--- config.mk ---
export PLATFORM = sky130hd
export DESIGN_NAME = pulse_scheduler_flat
export DESIGN_NICKNAME = d
export VERILOG_FILES = /design/src/rtl/pulse_scheduler_if.sv /design/src/rtl/pulse_scheduler.sv /design/src/flat_wrapper.sv
export SDC_FILE = /design/constraint.sdc
export NUM_CORES = 1
export LEC_CHECK = 0
export BUFFER_PORTS_ARGS = -buffer_cell sky130_fd_sc_hd__buf_2
export CORE_ASPECT_RATIO = 1.4
export CORE_MARGIN = 2
export CORE_UTILIZATION = 39
export DETAILED_ROUTE_END_ITERATION = 10
export GPL_ROUTABILITY_DRIVEN = 0
export PLACE_DENSITY = 0.65
export SLEW_MARGIN = 20
export SYNTH_ARGS = -nofsm -noshare
export SYNTH_HDL_FRONTEND = slang
export SYNTH_SLANG_ARGS = --single-unit
--- constraint.sdc ---
create_clock -name clk -period 1.97 [get_ports clk]
set_input_delay 0.394 -clock clk [delete_from_list [all_inputs] [get_ports clk]]
set_output_delay 0.394 -clock clk [all_outputs]
set_load 0.01 [all_outputs]
--- src/rtl/pulse_scheduler_if.sv ---
// pulse_scheduler_if: requester-side bundle for the shared delayed-pulse timer.
//   req      : per-requester request level, held until the matching ack
//   delay_in : packed per-requester delays, slice i = [i*W +: W]
//   abort    : cancel of the running delay
//   ack      : one-hot, one-cycle acceptance strobe
//   fire     : one-hot, one-cycle delayed strobe to the owner
//   busy     : a delay is running
interface pulse_scheduler_if #(
    parameter int unsigned N = 4,
    parameter int unsigned W = 8
);
    logic [N-1:0]   req;
    logic [N*W-1:0] delay_in;
    logic           abort;
    logic [N-1:0]   ack;
    logic [N-1:0]   fire;
    logic           busy;

    modport master (output req, delay_in, abort, input ack, fire, busy);
    modport slave  (input req, delay_in, abort, output ack, fire, busy);
endinterface

--- src/rtl/pulse_scheduler.sv ---
// pulse_scheduler: one countdown counter shared round-robin by N requesters.
// Each accepted request yields a one-cycle fire strobe D+1 cycles after ack.
//   clk     : clock, all state changes on posedge
//   reset_n : asynchronous active-low reset
//   bus     : slave side of pulse_scheduler_if (req/delay_in/abort in,
//             ack/fire/busy out, all outputs registered)
module pulse_scheduler #(
    parameter int unsigned N = 4,
    parameter int unsigned W = 8
) (
    input  logic               clk,
    input  logic               reset_n,
    pulse_scheduler_if.slave   bus
);

    localparam int unsigned IW = (N > 1) ? $clog2(N) : 1;

    typedef enum logic {
        ST_IDLE,
        ST_COUNT
    } state_e;

    state_e          state_q;
    logic [W-1:0]    cnt_q;
    logic [IW-1:0]   owner_q;
    logic [IW-1:0]   ptr_q;
    logic [IW-1:0]   ptr_d;
    logic [N-1:0]    ack_q;
    logic [N-1:0]    fire_q;
    logic            busy_q;

    logic            gnt_vld_c;
    logic [IW-1:0]   gnt_idx_c;
    logic [W-1:0]    dly_c [N];

    // Unpack the per-requester delay slices.
    for (genvar g = 0; g < N; g++) begin : g_dly
        assign dly_c[g] = bus.delay_in[g*W +: W];
    end

    // Round-robin pick: first set req at ptr, ptr+1, ... mod N.
    always_comb begin : grant
        int unsigned k;
        k         = 0;
        gnt_vld_c = 1'b0;
        gnt_idx_c = '0;
        for (int unsigned off = 0; off < N; off++) begin
            k = (32'(ptr_q) + off) % N;
            if (!gnt_vld_c && bus.req[IW'(k)]) begin
                gnt_vld_c = 1'b1;
                gnt_idx_c = IW'(k);
            end
        end
        ptr_d = IW'((32'(gnt_idx_c) + 32'd1) % N);
    end

    // Scheduler FSM; ack/fire are cleared every cycle so they pulse for one.
    always_ff @(posedge clk or negedge reset_n) begin
        if (!reset_n) begin
            state_q <= ST_IDLE;
            cnt_q   <= '0;
            owner_q <= '0;
            ptr_q   <= '0;
            ack_q   <= '0;
            fire_q  <= '0;
            busy_q  <= 1'b0;
        end else begin
            ack_q  <= '0;
            fire_q <= '0;
            case (state_q)
                ST_IDLE: begin
                    if (gnt_vld_c) begin
                        ack_q[gnt_idx_c] <= 1'b1;
                        cnt_q            <= dly_c[gnt_idx_c];
                        owner_q          <= gnt_idx_c;
                        ptr_q            <= ptr_d;
                        busy_q           <= 1'b1;
                        state_q          <= ST_COUNT;
                    end
                end
                ST_COUNT: begin
                    // Abort wins over an expiring count.
                    if (bus.abort) begin
                        busy_q  <= 1'b0;
                        state_q <= ST_IDLE;
                    end else if (cnt_q == '0) begin
                        fire_q[owner_q] <= 1'b1;
                        busy_q          <= 1'b0;
                        state_q         <= ST_IDLE;
                    end else begin
                        cnt_q <= cnt_q - W'(1);
                    end
                end
                default: begin
                    state_q <= ST_IDLE;
                    busy_q  <= 1'b0;
                end
            endcase
        end
    end

    assign bus.ack  = ack_q;
    assign bus.fire = fire_q;
    assign bus.busy = busy_q;

endmodule

--- src/flat_wrapper.sv ---
// flat-port wrapper written by rule: the top's interface ports become plain ports
module pulse_scheduler_flat 
#(
    parameter int unsigned N = 4,
    parameter int unsigned W = 8
)
  (clk, reset_n, bus_req, bus_delay_in, bus_abort, bus_ack, bus_fire, bus_busy);
  pulse_scheduler_if #(.N(N), .W(W)) bus_i ();
  input  logic clk;
  input  logic reset_n;
  input wire logic [$bits(bus_i.req)-1:0] bus_req;
  input wire logic [$bits(bus_i.delay_in)-1:0] bus_delay_in;
  input wire logic [$bits(bus_i.abort)-1:0] bus_abort;
  output wire logic [$bits(bus_i.ack)-1:0] bus_ack;
  output wire logic [$bits(bus_i.fire)-1:0] bus_fire;
  output wire logic [$bits(bus_i.busy)-1:0] bus_busy;
  assign bus_i.req = bus_req;
  assign bus_i.delay_in = bus_delay_in;
  assign bus_i.abort = bus_abort;
  assign bus_ack = bus_i.ack;
  assign bus_fire = bus_i.fire;
  assign bus_busy = bus_i.busy;
  pulse_scheduler #(.N(N), .W(W)) u_core (.clk(clk), .reset_n(reset_n), .bus(bus_i));
endmodule
==> impl_metrics.tcl, run 1 <==
set metrics [dict create \
    wl_met1_microns 1770 \
    die-area_sq_um 4170 \
    cts_max_level 1 \
    cap_violations 0 \
    met3WireLength_microns 218 \
    firstDrtPassIters 4 \
    relSlewSlack_pct 66.6 \
    arrival_ns 2.08 \
    cp_max_fo 10 \
    regArea_sq_um 552 \
    period_needed_ns 1.91 \
    wl_met2_microns 2170 \
    rr_worst_depth 5 \
    rr_startpoint "u_core.ptr_q[1]" \
    core_area_sq_um 3580 \
    grtUsageTotal_pct 21.7 \
    cts_buffers 3 \
    dp_slack_ns -0.248 \
    drive_above_1_share_pct 42.3 \
    p_leak_nw 0.935 \
    clock_latency_ns 0.27 \
    cts_root_buf "clkbuf_8" \
    fmax_ghz 0.524 \
    setup_tns_ns 0 \
    wl_per_cell_microns 16.1 \
    rows 26 \
    finalHoldViolations 0 \
    vias 1491 \
    finalWirelength_microns 4240 \
    power_mw 2.81 \
    synth_area_sq_um 1430 \
    cts_buffer_depth 2 \
    areaGrowthSynthToFinish_pct 39.8 \
    die_w_microns 55.2 \
    dp_hpwl_microns 3070 \
    clock_skew_ns 0.00310 \
    slew_violations 0 \
    tightest_slew_ns 0.501 \
    ys_types 45 \
    ant_nets 0 \
    nFillCells 345 \
    setup_violations 0 \
    cts_setup_buffers 0 \
    hold_slack_ns 0.0831 \
    syn_inst 153 \
    antenna_found_initial 0 \
    synth_ff_type "dfrtp_1" \
    synth.yosys.warnings 0 \
    start_kind "register" \
    grt_pass1_wl_microns 6500 \
    syn_nets 194 \
    multi_input_area_sq_um 873 \
    startpoint "u_core.ptr_q[1]" \
    crit_required_ns 2.14 \
    drc_errors 0 \
    portBuffers 47 \
    finish.utilization_pct 55.8 \
    start_util_pct 39.9 \
    ios 48 \
    cts_tree "built" \
    synth_seq_area_share_pct 38.5 \
    status "finished clean" \
    worst_setup_path_end_kind "register" \
    grt_overflow_total 0 \
    via_per_inst 5.65 \
    power_density_nw_per_um2 1400 \
    postSynthAreaPerCell_sq_um 9.34 \
    num-nets-final 264 \
    ys_ff_latch 22 \
    grt_pass1_vias 1453 \
    die_h_microns 75.6 \
    rsz0062_at_grt "true" \
    top_layer "met4" \
    synth_edf_count 0 \
    fin_crit_sh_pct 96.8 \
    async_flop_share_pct 100 \
    vdd_drop_max_mv 0.713 \
    grt_max_degree 23 \
    hold_class "input port to asynchronous set/reset pin" \
    path_clk_slew_ns 0.08 \
    cts_hold_buf 0 \
    cts.sinks 22 \
    drtIter0Drc 55 \
    path_class "register to register" \
    setup_ws_ns 0.0630 \
    antenna_cells 0 \
]
-- power breakdown --
group	total, mW	internal (mW)	switching, mW	leakage (nW)
combinational	1.57	0.753	0.814	0.624
sequential	0.812	0.629	0.183	0.276
clock	0.427	0.272	0.155	0.0357
total	2.81	1.65	1.15	0.935
-- per-layer routing --
metal	track usage, %	vias to the layer above
met5	0	-
li1	-	725
met2	39.0	55
met1	25.8	704
met4	7.32	0
met3	2.94	7
-- cells in the final DEF, fill, tap and decap left out, types with 2 or more instances in the layout --
cell type	Yosys	routed
a2111oi_1	2	4
a2111oi_2	1	4
a211oi_1	2	2
a21boi_0	4	4
a21boi_1	6	6
a21o_1	2	2
a21oi_1	3	3
a221oi_1	2	2
a311oi_2	0	2
buf_2	2	47
buf_4	0	25
clkbuf_8	0	3
dfrtp_1	22	21
ha_1	2	2
inv_1	3	3
mux2i_1	7	7
nand2_1	11	11
nand2b_1	6	6
nand3_1	3	3
nand3b_1	3	3
nor2_1	12	12
nor2b_1	6	6
nor3_1	3	3
nor4_1	9	9
nor4b_1	3	3
o21ai_0	4	4
o22ai_1	3	3
-- cell families (layout without fill, tap and decap cells) --
group	after synthesis	count (layout)	synth area share [%]
buf+inv	12	81	3.85
flops	22	22	38.5
xor+xnor	1	1	0.613
simple gates	67	67	27.4
fa+ha+maj	2	2	1.75
compound gates	41	41	22.2
mux	8	8	5.69
-- Yosys cell counts, drive strengths merged (3+ instances only) --
master	number	area [sq um]
dfrtp	22	551
nor2	13	51.3
nand2	11	41.3
a21boi	10	75.1
nor4	10	68.8
a2111oi	9	87.6
mux2i	7	70.1
nand2b	6	37.5
nor2b	6	37.5
clkbuf	5	18.8
inv	4	15.0
o21ai	4	20.0
a21oi	3	15.0
buf	3	21.3
nand3	3	15.0
nand3b	3	22.5
nor3	3	15.0
nor4b	3	26.3
o22ai	3	18.8
-- worst paths after layout --
| kind | end | slack (ns) |
|---|---|---|
| min in group clk | u_core.cnt_q[0] | 0.45 |
| worst max register to register | u_core.cnt_q[7] | 0.06 |
| max in group asynchronous | u_core.ptr_q[1] | 1.52 |
| worst min-delay path | u_core.cnt_q[6] | 0.08 |
| worst max-delay path | u_core.cnt_q[7] | 0.06 |
| worst min register to register | u_core.bus.fire[1] | 0.49 |
-- layout make-up --
class	count	share of cell area, %
Clock buffer	3	2.07
Clock inverter	1	1.50
Tap cell	42	2.63
Multi-Input combinational cell	119	43.7
Inverter	4	0.751
Sequential cell	22	27.6
Timing Repair Buffer	73	21.7
-- state kept, by name, summed over array words and instances, names as in the netlist --
signal,cells
u_core.ptr_q,2
u_core.bus.fire,4
u_core.bus.ack,4
u_core.owner_q,2
u_core.cnt_q,8
u_core.state_q,1
u_core.bus.busy,1
-- critical path: stages (launching register included) --
cell and delay [ns]:
dfrtp_2 0.45, or4_4 0.56, and2_4 0.23, buf_4 0.17, mux2i_1 0.12, a221oi_1 0.28
-- per-stage QoR --
step | area, sq um | instances
6_report | 2000 | 264
5_1_grt | 2000 | 264
4_1_cts | 1940 | 264
3_5_place_dp | 1870 | 260
3_3_place_gp | 1870 | 260
2_1_floorplan | 1430 | 153
-- repair_timing --
item                                    in CTS  in global routing
cloned                                       0                  0
endpoints found under the setup margin       1                  8
resized for setup                            1                 15
pin swaps                                    0                  1
Note: power is estimated with default switching activity, not from simulation.
==> inputs of run 2 (changes only) <==
--- a/config.mk
+++ b/config.mk
@@ -7,7 +7,6 @@
 export LEC_CHECK = 0
 export BUFFER_PORTS_ARGS = -buffer_cell sky130_fd_sc_hd__buf_2
 export CORE_ASPECT_RATIO = 1.4
-export CORE_MARGIN = 2
 export CORE_UTILIZATION = 39
 export DETAILED_ROUTE_END_ITERATION = 10
 export GPL_ROUTABILITY_DRIVEN = 0
==> impl_metrics.tcl, run 2 (synthesis results as in run 1) <==
set metrics [dict create \
    grtUsageTotal_pct 22.0 \
    die_h_microns 73.6 \
    relSlewSlack_pct 67.8 \
    rows 25 \
    tightest_slew_ns 0.483 \
    antenna_found_initial 0 \
    power_density_nw_per_um2 1410 \
    design_area_sq_um 1980 \
    start_util_pct 41.5 \
    fin_crit_sh_pct 98.1 \
    via_per_inst 5.72 \
    grt_max_degree 23 \
    grt_pass1_vias 1425 \
    status "finished clean" \
    hold_slack_ns 0.0789 \
    areaGrowthSynthToFinish_pct 38.8 \
    largest-register "u_core.cnt_q" \
    drtIter0Drc 57 \
    vias 1481 \
    finalWirelength_microns 4150 \
    path_clk_slew_ns 0.08 \
    core_area_sq_um 3440 \
    dp.cells 253 \
    finish.utilization_pct 57.6 \
    slew_violations 0 \
    grt_overflow_total 0 \
    layout_common_cells "buf_2, buf_4, dfrtp_1, nor2_1, nand2_1" \
    wl_per_cell_microns 16.0 \
    cap_violations 0 \
    cts_tree "built" \
    grt_pass1_wl_microns 6170 \
    path_class "register to register" \
    clock_latency_ns 0.26 \
    cts_buffer_depth 2 \
    cts_buffers 3 \
    largest_reg_flops 8 \
    dp_hpwl_microns 3090 \
    ios 48 \
    cts_root_buf "clkbuf_8" \
    placed_area_sq_um 1830 \
    num-nets-final 261 \
    layout_commonest_cell "buf_2" \
    hold_class "input port to asynchronous set/reset pin" \
    p_leak_nw 0.917 \
    start_kind "register" \
    arrival_ns 2.06 \
    period_needed_ns 1.93 \
    die-area_sq_um 3910 \
    drc_errors 0 \
    setup_violations 0 \
    firstDrtPassIters 4 \
    drive_above_1_share_pct 43.4 \
    ant_nets 0 \
    cts_max_level 1 \
    portBuffers 47 \
    cp_max_fo 12 \
    antenna_cells 0 \
    crit_required_ns 2.10 \
    cts.sinks 22 \
    clock_skew_ns 0.00559 \
    die_w_microns 53.2 \
    fmax_ghz 0.518 \
    worst_setup_path_end_kind "register" \
    vdd_drop_max_mv 0.968 \
    finalHoldViolations 0 \
    layoutNonFillerInstCount 259 \
]
[run 2: changes by cell type in the layout (fill, tap and decap cells not counted), sizes merged]
cell  previous run  this run
buf             73        69
and2             1         2
[run 2: routing by layer]
metal	vias to the layer above	global-route usage, %	share of wire, %
met2	49	40.2	54
met5	-	0	0
met3	8	2.48	3.4
li1	722	-	-
met1	702	23.8	41
met4	0	12.0	2.2
[run 2: what timing repair did]
action / 4_1_cts / 5_1_grt
hold endpoints to repair: 0 / 0
hold buffers: 0 / 0
pin swaps: 0 / 4
endpoints found under the setup margin: 3 / 8
gates cloned: 0 / 1
setup buffers: 0 / 1
gates resized for setup: 6 / 14
[run 2: through the flow]
stage                     power [mW]  worst slack, ns  setup TNS, ns
after floorplan                 1.71          -0.0238        -0.0646
after global placement          2.16           -0.221         -0.853
after detailed placement        2.21           -0.307          -1.35
after CTS                       2.67        0.0000548              0
after global routing            2.98          -0.0405        -0.0861
final                           2.79           0.0380              0
[run 2: critical path, cell delays in order (launching register included)]
cell	delay, ns
dfrtp_1	0.38
nor2b_1	0.07
or4b_4	0.55
buf_4	0.20
a311oi_2	0.29
mux2_2	0.20
o221ai_1	0.11
[run 2: final timing paths]
path / startpoint / to / slack [ns] / depth (start not counted)
max: u_core.ptr_q[0] / u_core.cnt_q[1] / 0.04 / 6
min: reset_n / u_core.bus.fire[1] / 0.08 / 1
max reg2reg: u_core.ptr_q[0] / u_core.cnt_q[1] / 0.04 / 6
min reg2reg: u_core.owner_q[1] / u_core.bus.fire[1] / 0.48 / 1
max in group asynchronous: reset_n / u_core.ptr_q[1] / 1.54 / 1
min in group clk: bus_delay_in[15] / u_core.cnt_q[7] / 0.47 / 3
[run 2: power breakdown]
part / internal, mW / switching, mW / leakage [nW]
clock: 0.271 / 0.145 / 0.0357
combinational: 0.731 / 0.828 / 0.606
sequential: 0.630 / 0.186 / 0.276
total: 1.63 / 1.16 / 0.917
[run 2: cell type report]
| cell class | count | area (sq um) |
|---|---|---|
| fill | 310 | 1460 |
| sequential | 22 | 552 |
| clock buffer | 3 | 41.3 |
| multi-input combinational | 120 | 895 |
| tap | 40 | 50.0 |
| clock inverter | 1 | 30.0 |
| timing repair buffer | 69 | 400 |
| inverter | 4 | 15.0 |
